--- src/rtl/srl_bus.sv ---
// Multi-lane addressable shift register: WIDTH-bit words shift through DEPTH stages on CE,
// any stage readable via tap address A, last stage on Q_LAST, saturating fill counter.
module srl_bus #(
    parameter int                     WIDTH         = 8,
    parameter int                     DEPTH         = 32,
    parameter logic [WIDTH*DEPTH-1:0] INIT          = '0,
    parameter bit                     OUT_REG       = 1'b0,
    parameter bit                     IS_C_INVERTED = 1'b0,
    localparam int                    AW            = ($clog2(DEPTH) > 1) ? $clog2(DEPTH) : 1,
    localparam int                    FW            = $clog2(DEPTH + 1)
) (
    input  logic             C,
    input  logic             CLR_N,
    input  logic             CE,
    input  logic [WIDTH-1:0] D,
    input  logic [AW-1:0]    A,
    output logic [WIDTH-1:0] Q,
    output logic [WIDTH-1:0] Q_LAST,
    output logic [FW-1:0]    FILL,
    output logic             FULL
);

    // XOR folds the edge selection into one clock net so all storage uses posedge.
    logic clk_act;
    assign clk_act = C ^ IS_C_INVERTED;

    logic [DEPTH-1:0][WIDTH-1:0] s_q = INIT;
    logic [DEPTH-1:0][WIDTH-1:0] s_d;
    logic [FW-1:0]               fill_q = FW'(DEPTH);
    logic [FW-1:0]               fill_d;
    logic                        full;
    logic [WIDTH-1:0]            tap;

    assign full = (fill_q == FW'(DEPTH));

    always_comb begin
        s_d    = s_q;
        fill_d = fill_q;
        if (CE) begin
            s_d    = {s_q[DEPTH-2:0], D};
            fill_d = full ? fill_q : fill_q + 1'b1;
        end
    end

    always_ff @(posedge clk_act or negedge CLR_N) begin
        if (!CLR_N) begin
            s_q    <= '0;
            fill_q <= '0;
        end else begin
            s_q    <= s_d;
            fill_q <= fill_d;
        end
    end

    // Addresses past the last stage (non-power-of-two DEPTH) read as zero, never alias.
    always_comb begin
        tap = '0;
        if (int'(A) < DEPTH) tap = s_q[A];
    end

    generate
        if (OUT_REG) begin : g_qreg
            logic [WIDTH-1:0] q_q = INIT[WIDTH-1:0];
            always_ff @(posedge clk_act or negedge CLR_N) begin
                if (!CLR_N) q_q <= '0;
                else        q_q <= tap;
            end
            assign Q = q_q;
        end else begin : g_qcomb
            assign Q = tap;
        end
    endgenerate

    assign Q_LAST = s_q[DEPTH-1];
    assign FILL   = fill_q;
    assign FULL   = full;

endmodule

--- config.mk ---
export PLATFORM = sky130hd
export DESIGN_NAME = srl_bus
export DESIGN_NICKNAME = d
export VERILOG_FILES = /design/src/rtl/srl_bus.sv
export SDC_FILE = /design/constraint.sdc
export NUM_CORES = 1
export LEC_CHECK = 0
export BUFFER_PORTS_ARGS = -buffer_cell sky130_fd_sc_hd__buf_2
export CAP_MARGIN = 20
export CORE_ASPECT_RATIO = 2
export CORE_MARGIN = 8
export CORE_UTILIZATION = 45
export CTS_CLUSTER_SIZE = 24
export DETAILED_ROUTE_END_ITERATION = 16
export PLACE_DENSITY = 0.6
export SLEW_MARGIN = 30
export SYNTH_ARGS = -nofsm -noshare
export SYNTH_HDL_FRONTEND = slang
export SYNTH_SLANG_ARGS = --single-unit
--- constraint.sdc ---
create_clock -name C -period 2.34 [get_ports C]
set_clock_uncertainty 0.1 [all_clocks]
set_input_delay 0.117 -clock C [delete_from_list [all_inputs] [get_ports C]]
set_output_delay 0.117 -clock C [all_outputs]
set_load 0.03 [all_outputs]
== Word-level counts from Yosys, hierarchy flattened ==
Index checks and enable logic that the tools add are counted.

* Flip-flop bits (word level): 262
* Latch bits: 0
* Memories: 0
* RAM bits: 0
* Output and inout bits: 23
* Input port bits: 16
* Word-level logic and storage cells: 40
* ROM bits: 0

* $lt $le $gt $ge: 1
* Bitwise gates (word level): 1
* Shift-type cells: 0
* Multipliers: 0
* Divide/modulo/power cells: 0
* Add/sub/neg operators: 1
* Reductions and logical operators: 1
* Equality and inequality tests: 1
* Mux-type cells: 2

{| class="wikitable"
|+ Operators with widths
! cell !! count
|-
| binary-select mux 8 bit (select 5 bit) || 1
|-
| two-way mux 8 bit || 1
|-
| adder 6 x 1 -> 6 bit, second input constant || 1
|-
| == test 6 bit, second input constant || 1
|-
| less-than comparator 5 x 6 -> 1 bit, second input constant || 1
|-
| AND reduction 2 bit || 1
|-
| inverter 1 bit || 1
|}

== Longest topological paths before layout ==
Gate-level depths: netlist of the first run.

* Word-level depth: 3
* Gate-level depth with buffers: 5
* Gate-level depth less buffers: 5

== Worst setup path after synthesis of the first run ==
Ideal clock, no wire load.

* Path kind: input-to-output
* Start: input port A[2]
* End: output port Q[0]
* Setup slack: 184 ps
* Data required time: 2,123 ps
* Cell stages on the path: 5
* Path buffers: 2
* Arrival: 1,939 ps
* Path through: clkbuf_1 -> buf_1 -> mux4_2 -> mux4_2 -> mux2_2

* Cells in the longest elaborated chain, start to end: 2

{| class="wikitable"
|+ Ends and longest elaborated chain
! element !! RTL line !! RTL
|-
| start: declaration || 16 || <nowiki>input logic [AW-1:0] A,</nowiki>
|-
| binary-select mux 8 bit (select 5 bit) || 58 || <nowiki>if (int'(A) < DEPTH) tap = s_q[A];</nowiki>
|-
| two-way mux 8 bit (not written as such) || 58 ||
|-
| end: declaration || 17 || <nowiki>output logic [WIDTH-1:0] Q,</nowiki>
|}

Every way passes these cells. The select of a mux whose other input is x is not followed.

== Worst setup path after layout of the first run ==
* Start: register s_q[62] (netlist bit)
* End: output port Q[6]

* Cells in the longest elaborated chain, start to end: 2

{| class="wikitable"
|+ Ends and longest elaborated chain
! element !! RTL line !! RTL
|-
| start: declaration || 27 || <nowiki>logic [DEPTH-1:0][WIDTH-1:0] s_q = INIT;</nowiki>
|-
| start signal: assignment || 47 || <nowiki>s_q <= '0;</nowiki>
|-
| start signal: assignment || 50 || <nowiki>s_q <= s_d;</nowiki>
|-
| binary-select mux 8 bit (select 5 bit) || 58 ||
|-
| two-way mux 8 bit (not written as such) || 58 ||
|}

Every way passes these cells. The select of a mux whose other input is x is not followed.

==> results of run 1 <==
area by class of cell:
type	instances	area [um2]	area share [%]
Sequential cell	262	6560	48.37
Clock buffer	33	705.7	5.203
Inverter	2	7.507	0.05536
Multi-Input combinational cell	361	4931	36.36
Timing Repair Buffer	95	863.3	6.366
Clock inverter	10	68.82	0.5074
Tap cell	340	425.4	3.137
worst max-delay path by stage:
stage | start | to | slack (ns) | cells after the start
2_1_floorplan | A[2] | Q[0] | 0.18 | 5
3_3_place_gp | A[1] | Q[7] | 0.09 | 6
3_5_place_dp | A[1] | Q[5] | 0.08 | 6
4_1_cts | s_q[62]$_DFFE_PN0P_ | Q[6] | -0.25 | 4
5_1_grt | s_q[174]$_DFFE_PN0P_ | Q[6] | -0.28 | 4
6_report | s_q[62]$_DFFE_PN0P_ | Q[6] | -0.21 | 4
what timing repair did:
item,CTS,global route
buffers inserted,17,6
hold endpoints to repair,202,0
endpoints found under the setup margin,8,8
hold buffers,9,0
gates resized for setup,27,0
cell usage in the layout (no fill, tap or decap):
| cell | instances |
|---|---|
| dlygate4sd3_1 | 9 |
| nand4_1 | 2 |
| clkinv_8 | 1 |
| dfrtp_2 | 3 |
| buf_4 | 37 |
| nor2_1 | 2 |
| clkinv_2 | 6 |
| clkinvlp_4 | 3 |
| ha_1 | 2 |
| buf_8 | 2 |
| o211ai_1 | 1 |
| xnor2_1 | 4 |
| nand2_1 | 2 |
| inv_1 | 2 |
| buf_2 | 27 |
| mux2_4 | 8 |
| o21ai_0 | 1 |
| mux4_2 | 80 |
| clkbuf_1 | 3 |
| clkbuf_8 | 5 |
| or3_1 | 1 |
| xor2_1 | 1 |
| mux2_2 | 257 |
| buf_12 | 12 |
| buf_6 | 8 |
| dfrtp_1 | 259 |
| clkbuf_16 | 25 |
registers in the layout, indices dropped and copies added (netlist names):
| name | flops |
|---|---|
| Q_LAST | 8 |
| s_q | 248 |
| FILL | 6 |
power groups by stage:
stage / clock [mW] / sequential (mW) / combinational (mW)
after floorplan: 0 / 7.31 / 3.07
after global placement: 0 / 7.68 / 3.73
final: 3.83 / 7.70 / 4.15
after detailed placement: 0 / 7.81 / 3.88
after CTS: 3.97 / 7.71 / 4.19
after global routing: 4.14 / 7.96 / 4.48
per-layer routing:
layer / global-route usage [%] / wire length [um] / vias to the layer above
met5: 0 / 0 / -
met4: 5.535 / 618 / 0
met3: 1.788 / 572 / 36
met2: 27.91 / 12910 / 69
met1: 17.52 / 8780 / 3325
li1: - / - / 2691
per-stage QoR:
step	worst slack (ns)	hold slack, ns	std cells	util [%]	total power [mW]
after floorplan	0.1843	-0.2786	681	-	10.38
after global placement	0.09139	0.01587	1028	48.50	11.41
after detailed placement	0.07720	0.02367	1028	48.50	11.69
after CTS	-0.2464	0.03717	1097	52.70	15.87
after global routing	-0.2771	0.04266	1103	52.87	16.58
final	-0.2129	0.02775	1103	52.87	15.68
kinds of logic (layout without fill, tap and decap cells):
family | count (synthesis) | count (layout) | share of synthesized area (%)
mux | 345 | 345 | 40.71
buf+inv | 58 | 140 | 2.533
xor+xnor | 5 | 5 | 0.3725
flops | 262 | 262 | 55.77
fa+ha+maj | 2 | 2 | 0.2128
simple gates | 7 | 7 | 0.2875
compound gates | 2 | 2 | 0.1064
==> impl_metrics.json, run 1 <==
{
  "clkPwrFrac_pct": 24.4,
  "worst_path_most_repeated_cell": "mux4_2",
  "max_freq_ghz": 0.3917,
  "gp_congestion": 0.7209,
  "die_h_um": 244.6,
  "fin_crit_ns": 2.553,
  "crit_path_end_kind": "primary output",
  "crit_family": "multiplexers",
  "slowest_stage": "mux4_2",
  "ant_nets": 0,
  "crit_type": "reg2out",
  "synth_area_leaders": "dfrtp_1 56%, mux2_2 25%, mux4_2 15%, clkbuf_1 1.1%, buf_4 0.57%",
  "htreeDepth": 1,
  "ys_ff_latch": 262,
  "final.fill_count": 2138,
  "critPathLaunchType": "flip-flop",
  "route.detailed.drc": 0,
  "synth_top_area_share_pct": 55.77,
  "ys.warnings.count": 0,
  "synthFlopType": "dfrtp_1",
  "fin_nets": 765,
  "grt_pass1_vias": 7009,
  "track_usage_pct": 15.21,
  "synthesis.nets": 699,
  "drt-initial-drc-count": 253,
  "antenna_found_initial": 0,
  "path_buf_inv": 1,
  "comb_power_share_pct": 26.5,
  "start_util_pct": 45.83,
  "post_drt_wl_per_cell_um": 20.75,
  "min_to": "s_q[148]$_DFFE_PN0P_",
  "clockBufferDepth": 3,
  "routed_wl_um": 22880,
  "cts_sinks": 262,
  "core_um2": 25650,
  "ys_types": 18,
  "area_growth_pct": 15.37,
  "switchingPower_mw": 4.493,
  "synth_top_cells_by_count": "265 x mux2_2, 262 x dfrtp_1, 80 x mux4_2",
  "hold_violations": 0,
  "worstHoldStart": "CE",
  "maxSlewViolCount": 0,
  "setup_viol": 8,
  "ys_async_sr_fraction_pct": 100.0,
  "r2r_start": "FILL[2]$_DFFE_PN0P_",
  "slew_headroom_pct": 61.80,
  "p_seq_share_pct": 49.1,
  "path_clk_slew_ns": 0.06,
  "port_buffers": 38,
  "r2r_cells": 3,
  "worst_pin_slew_ns": 0.5730,
  "dieArea_um2": 31860,
  "cts_inserted_buffers": 25,
  "ir_worst_vdd_mv": 0.5956,
  "vias": 6121,
  "vias_per_cell": 5.549,
  "p_leak_nw": 5.930,
  "crit_chain": "mux4_2 -> mux4_2 -> mux2_4 -> buf_6",
  "die_w_um": 130.3,
  "ctsRootBufferMaster": "clkbuf_16",
  "arrival_ns": 2.34,
  "grt_overflow": 0,
  "insertion_delay_ns": 0.52,
  "reg2reg_slack_ns": 0.58,
  "switching_share_pct": 28.66,
  "rsz0062_at_grt": "true",
  "fp-row-count": 83,
  "syn_avg_cell_area_um2": 17.26,
  "min_path_cells": 2,
  "first_pass_iters": 4,
  "hold_class": "in2reg",
  "p_int_mw": 11.18,
  "violations": "negative setup slack",
  "timing.final.ws_setup_ns": -0.2129,
  "cp.required_ns": 2.12,
  "max_cap_violations": 0,
  "grt_first_pass_wirelength_um": 38060,
  "cts_tree": "done",
  "final.period_utilization_pct": 109.1,
  "netlist_area_um2": 11760,
  "stdcell_area_um2": 13560,
  "syn_inst": 681,
  "synth.largest_area_cell": "dfrtp_1",
  "outcome": "complete, but fails checks",
  "num_io_pins": 39,
  "synth-seq-area-share_pct": 55.77,
  "power_density_nw_per_um2": 1156,
  "post-dp-hpwl_um": 15270,
  "grt_max_degree": 74,
  "antenna_cells": 0,
  "r2r-end": "FILL[1]$_DFFE_PN0P_",
  "cp_max_fo": 3,
  "synth-edff-count": 0,
  "drive_above_1_share_pct": 62.12,
  "yosysMostFrequentCell": "mux2_2",
  "fin_tns_setup_ns": -1.504,
  "place_area_um2": 12440,
  "crit_path_max_incr_delay_ns": 0.48
}
Note: power is estimated with default switching activity, not from simulation.
==> run 2: changes to the inputs <==
Clock period 2.34 ns to 3.1 ns, I/O delays scaled along.
==> run 2 against run 1 <==
  * Cell count decreased by 2.8%
  * Hold slack improved by 0.066 ns
  * Routed wire length decreased by 0.92%
  * The run now ends clean
  * Critical path type unchanged
  * First-iteration DRC count decreased by 10%
  * Sequential share of layout area increased by 1.3 points
==> impl_metrics.json, run 2 (synthesized netlist as in run 1, its figures left out) <==
{
  "ant_nets": 0,
  "die_h_um": 244.6,
  "worst_pin_slew_ns": 0.8379,
  "port_buffers": 38,
  "final.fill_count": 2136,
  "r2r_cells": 3,
  "antenna_cells": 0,
  "layout_common_cells": "265 x mux2_2, 262 x dfrtp_1, 80 x mux4_2, 35 x buf_2, 25 x clkbuf_16",
  "crit_path_end_kind": "primary output",
  "cts_sinks": 262,
  "cp_max_fo": 3,
  "max_cap_violations": 0,
  "whs_ns": 0.09395,
  "post_drt_wl_per_cell_um": 21.15,
  "vias_per_cell": 5.506,
  "cts_inserted_buffers": 24,
  "cts_tree": "done",
  "max_freq_ghz": 0.3736,
  "min_path_cells": 2,
  "insertion_delay_ns": 0.52,
  "grt_overflow": 0,
  "largest_reg_flops": 248,
  "routed_wl_um": 22670,
  "first_pass_iters": 4,
  "core_um2": 25650,
  "fin_crit_ns": 2.677,
  "fp-row-count": 83,
  "top_register": "s_q",
  "arrival_ns": 2.42,
  "final.period_utilization_pct": 86.35,
  "htreeDepth": 1,
  "clockBufferDepth": 3,
  "path_clk_slew_ns": 0.06,
  "dieArea_um2": 31860,
  "route.detailed.drc": 0,
  "vias": 5902,
  "grt_pass1_vias": 6777,
  "rsz0062_at_grt": "false",
  "grt_max_degree": 108,
  "fin_nets": 733,
  "outcome": "complete, no violations",
  "regArea_um2": 6556,
  "critPathLaunchType": "flip-flop",
  "crit_type": "reg2out",
  "setup_viol": 0,
  "r2r_start": "FILL[2]$_DFFE_PN0P_",
  "cts_setup_buffers": 0,
  "track_usage_pct": 14.85,
  "multiInputGateArea_um2": 4901,
  "area_growth_pct": 12.20,
  "cp.required_ns": 2.84,
  "hold_violations": 0,
  "power_density_nw_per_um2": 888.1,
  "hold_class": "in2reg",
  "final_common_cell": "mux2_2",
  "reg2reg_slack_ns": 1.32,
  "cp-startpoint": "Q_LAST[6]$_DFFE_PN0P_",
  "utilization_pct": 51.42,
  "post-dp-hpwl_um": 14920,
  "fin_tns_setup_ns": 0,
  "worstHoldStart": "CE",
  "num_io_pins": 39,
  "die_w_um": 130.3,
  "p_leak_nw": 5.721,
  "ctsRootBufferMaster": "clkbuf_16",
  "grt_first_pass_wirelength_um": 37020,
  "maxSlewViolCount": 0,
  "ir_worst_vdd_mv": 0.5884,
  "antenna_found_initial": 0,
  "slew_headroom_pct": 44.14,
  "drive_above_1_share_pct": 59.70,
  "drt-initial-drc-count": 227,
  "start_util_pct": 45.83,
  "gp_congestion": 0.7617
}
## run 2: metrics by stage
step                      instance area, um2  setup WS (ns)  std cells  power [mW]
after floorplan                        11760         0.8683        681       7.838
after global placement                 12290         0.5875       1020       8.580
after detailed placement               12290         0.5814       1020       8.811
after CTS                              13190         0.3409       1072       11.90
after global routing                   13190         0.3406       1072       12.37
final                                  13190         0.4231       1072       11.71
## run 2: cell type report
cell class | count | area share (%)
Clock inverter | 7 | 0.6736
Clock buffer | 36 | 5.436
Tap cell | 340 | 3.226
Inverter | 2 | 0.05692
Sequential cell | 262 | 49.71
Multi-Input combinational cell | 361 | 37.16
Timing Repair Buffer | 64 | 3.738
## run 2: per-layer routing
metal / track usage (%) / vias up / routed length, um
met3: 1.897 / 25 / 716
met4: 4.572 / 0 / 426
met2: 27.84 / 65 / 12740
met5: 0 / - / 0
li1: - / 2622 / -
met1: 16.80 / 3190 / 8791
## run 2: where the power goes
group          total (mW)  switching, mW  leakage [nW]  internal (mW)
Sequential           5.84           1.06          3.25           4.77
Clock                3.01           1.25         0.399           1.76
Combinational        2.86          0.996          2.07           1.87
## run 2: final timing paths
path,end
max,Q[6]
min in group asynchronous,s_q[0]$_DFFE_PN0P_
max reg2reg,FILL[1]$_DFFE_PN0P_
min reg2reg,FILL[4]$_DFFE_PN0P_
min,s_q[212]$_DFFE_PN0P_
max in group asynchronous,s_q[14]$_DFFE_PN0P_
## run 2: worst max-delay path: stages (launching register included)
cell,delay [ns]
dfrtp_1,0.44
mux4_2,0.49
mux4_2,0.47
mux2_2,0.32
buf_2,0.19
## run 2: repair_timing
item / CTS / global route
endpoints found under the hold margin: 109 / 0
gates resized for setup: 0 / 0
hold buffers: 9 / 0
==> run 3: changes to the inputs <==
--- a/constraint.sdc
+++ b/constraint.sdc
@@ -4,2 +4,2 @@
 set_output_delay 0.155 -clock C [all_outputs]
-set_load 0.03 [all_outputs]
+set_load 0.01 [all_outputs]
==> run 3 against run 2 <==
  * Utilization grew 0.35 points
  * Critical path depth is the same
  * Via count grew 1.3%
  * Setup slack gained 0.018 ns
  * Sequential power is essentially flat
  * Clock power grew 6.6%
  * Design area grew 0.67%
  * Sequential share of layout area shrank 0.33 points
  * Maximum frequency grew 0.67%
  * Flip-flop and latch count is the same
  * Cell count grew 0.28%
  * First-iteration DRC count grew 4.8%
==> impl_metrics.json, run 3 (synthesized netlist as in run 1, its figures left out) <==
{
  "hold_violations": 0,
  "max_cap_violations": 0,
  "port_buffers": 38,
  "grt_overflow": 0,
  "p_int_mw": 8.554,
  "utilization_pct": 51.76,
  "maxSlewViolCount": 0,
  "comb_power_share_pct": 23.0,
  "route.detailed.drc": 0,
  "outcome": "complete, no violations",
  "max_freq_ghz": 0.3761,
  "start_util_pct": 45.83,
  "die_h_um": 244.6,
  "crit_type": "reg2out",
  "worstHoldStart": "CE",
  "area_growth_pct": 12.95,
  "p_leak_nw": 5.767,
  "path_clk_slew_ns": 0.07,
  "layout_common_cells": "265 x mux2_2, 262 x dfrtp_1, 80 x mux4_2, 35 x buf_2, 25 x clkbuf_16",
  "final.period_utilization_pct": 85.78,
  "place_area_um2": 12320,
  "dieArea_um2": 31860,
  "dp.cells": 1020,
  "die_w_um": 130.3,
  "grt_pass1_vias": 6835,
  "first_pass_iters": 4,
  "vias_per_cell": 5.563,
  "p_seq_share_pct": 49.6,
  "p_total_mw": 11.72,
  "switching_share_pct": 27.03,
  "stdcell_area_um2": 13280,
  "cts_resized": 0,
  "fin_crit_ns": 2.659,
  "grt_max_degree": 109,
  "vias": 5980,
  "r2r_start": "FILL[2]$_DFFE_PN0P_",
  "ant_nets": 0,
  "htreeDepth": 1,
  "slew_headroom_pct": 42.49,
  "post-dp-hpwl_um": 14450,
  "crit_path_end_kind": "primary output",
  "final_common_cell": "mux2_2",
  "critPathLaunchType": "flip-flop",
  "ctsRootBufferMaster": "clkbuf_16",
  "num_io_pins": 39,
  "cp_max_fo": 3,
  "cp.required_ns": 2.84,
  "cts_sinks": 262,
  "setup_viol": 0,
  "core_um2": 25650,
  "cts_tree": "done",
  "ir_worst_vdd_mv": 0.4077,
  "clkPwrFrac_pct": 27.4,
  "min_path_cells": 2,
  "track_usage_pct": 14.85,
  "post_drt_wl_per_cell_um": 20.61,
  "power_density_nw_per_um2": 882.8,
  "cts_setup_buffers": 0,
  "clockBufferDepth": 3,
  "largest_reg_flops": 248,
  "antenna_found_initial": 0,
  "arrival_ns": 2.40,
  "antenna_cells": 0,
  "fin_nets": 734,
  "cts_inserted_buffers": 25,
  "gp_congestion": 0.7360,
  "insertion_delay_ns": 0.53,
  "routed_wl_um": 22150,
  "fp-row-count": 83,
  "r2r_cells": 3,
  "rsz0062_at_grt": "false",
  "fin_tns_setup_ns": 0,
  "drt-initial-drc-count": 238,
  "top_register": "s_q",
  "hold_class": "in2reg",
  "switchingPower_mw": 3.168,
  "fin_cells": 1075,
  "cp-startpoint": "s_q[0]$_DFFE_PN0P_",
  "drive_above_1_share_pct": 60.41,
  "grt_first_pass_wirelength_um": 37310,
  "worst_pin_slew_ns": 0.8627
}
-- run 3: changes by cell type in the layout (fill, tap and decap cells not counted), sizes merged --
cell	before	now
clkbuf	36	31
clkinv	5	9
bufinv	2	4
clkinvlp	0	1
inv	2	3
-- run 3: timing repair --
| item | 4_1_cts | 5_1_grt |
|---|---|---|
| endpoints found under the setup margin | 0 | 0 |
| hold endpoints to repair | 111 | 0 |
| hold buffers | 9 | 0 |
-- run 3: path summary, 6_finish.rpt --
| kind | end | slack (ns) |
|---|---|---|
| worst min register to register | FILL[5]$_DFFE_PN0P_ | 0.40 |
| min in group asynchronous | s_q[34]$_DFFE_PN0P_ | 0.15 |
| worst min-delay path | Q_LAST[3]$_DFFE_PN0P_ | 0.12 |
| max in group asynchronous | s_q[232]$_DFFE_PN0P_ | 1.78 |
| worst max-delay path | Q[0] | 0.44 |
| worst max register to register | FILL[1]$_DFFE_PN0P_ | 1.35 |
-- run 3: cell type report --
| type | instances | area, um2 |
|---|---|---|
| timing repair buffer | 64 | 518.0 |
| sequential | 262 | 6556 |
| tap | 340 | 425.4 |
| fill | 2208 | 12370 |
| multi-input combinational | 361 | 4901 |
| inverter | 2 | 7.507 |
| clock inverter | 15 | 181.4 |
| clock buffer | 31 | 688.2 |
-- run 3: power groups by stage --
stage	Combinational [mW]	Clock (mW)	Sequential (mW)
final	2.70	3.21	5.81
after global routing	2.94	3.46	6.02
after CTS	2.76	3.32	5.83
after global placement	2.63	0	5.81
after detailed placement	2.74	0	5.88
after floorplan	2.22	0	5.46
-- run 3: layer usage --
layer	GRT usage, %	wire length [um]	vias to the layer above
met5	0	0	-
met4	4.503	439	0
met3	1.897	700	28
met2	27.35	12540	61
met1	17.27	8474	3256
li1	-	-	2635
-- run 3: critical path: stages (launching register included) --
cell,delay (ns)
dfrtp_1,0.45
mux4_2,0.48
mux4_2,0.46
mux2_2,0.32
buf_2,0.16
-- run 3: stage by stage --
step                      hold slack [ns]  setup slack, ns
after floorplan                   -0.2406           0.9257
after global placement             0.1513           0.6118
after detailed placement           0.1570           0.5965
after CTS                          0.1454           0.3713
after global routing               0.1616           0.3700
final                              0.1220           0.4409
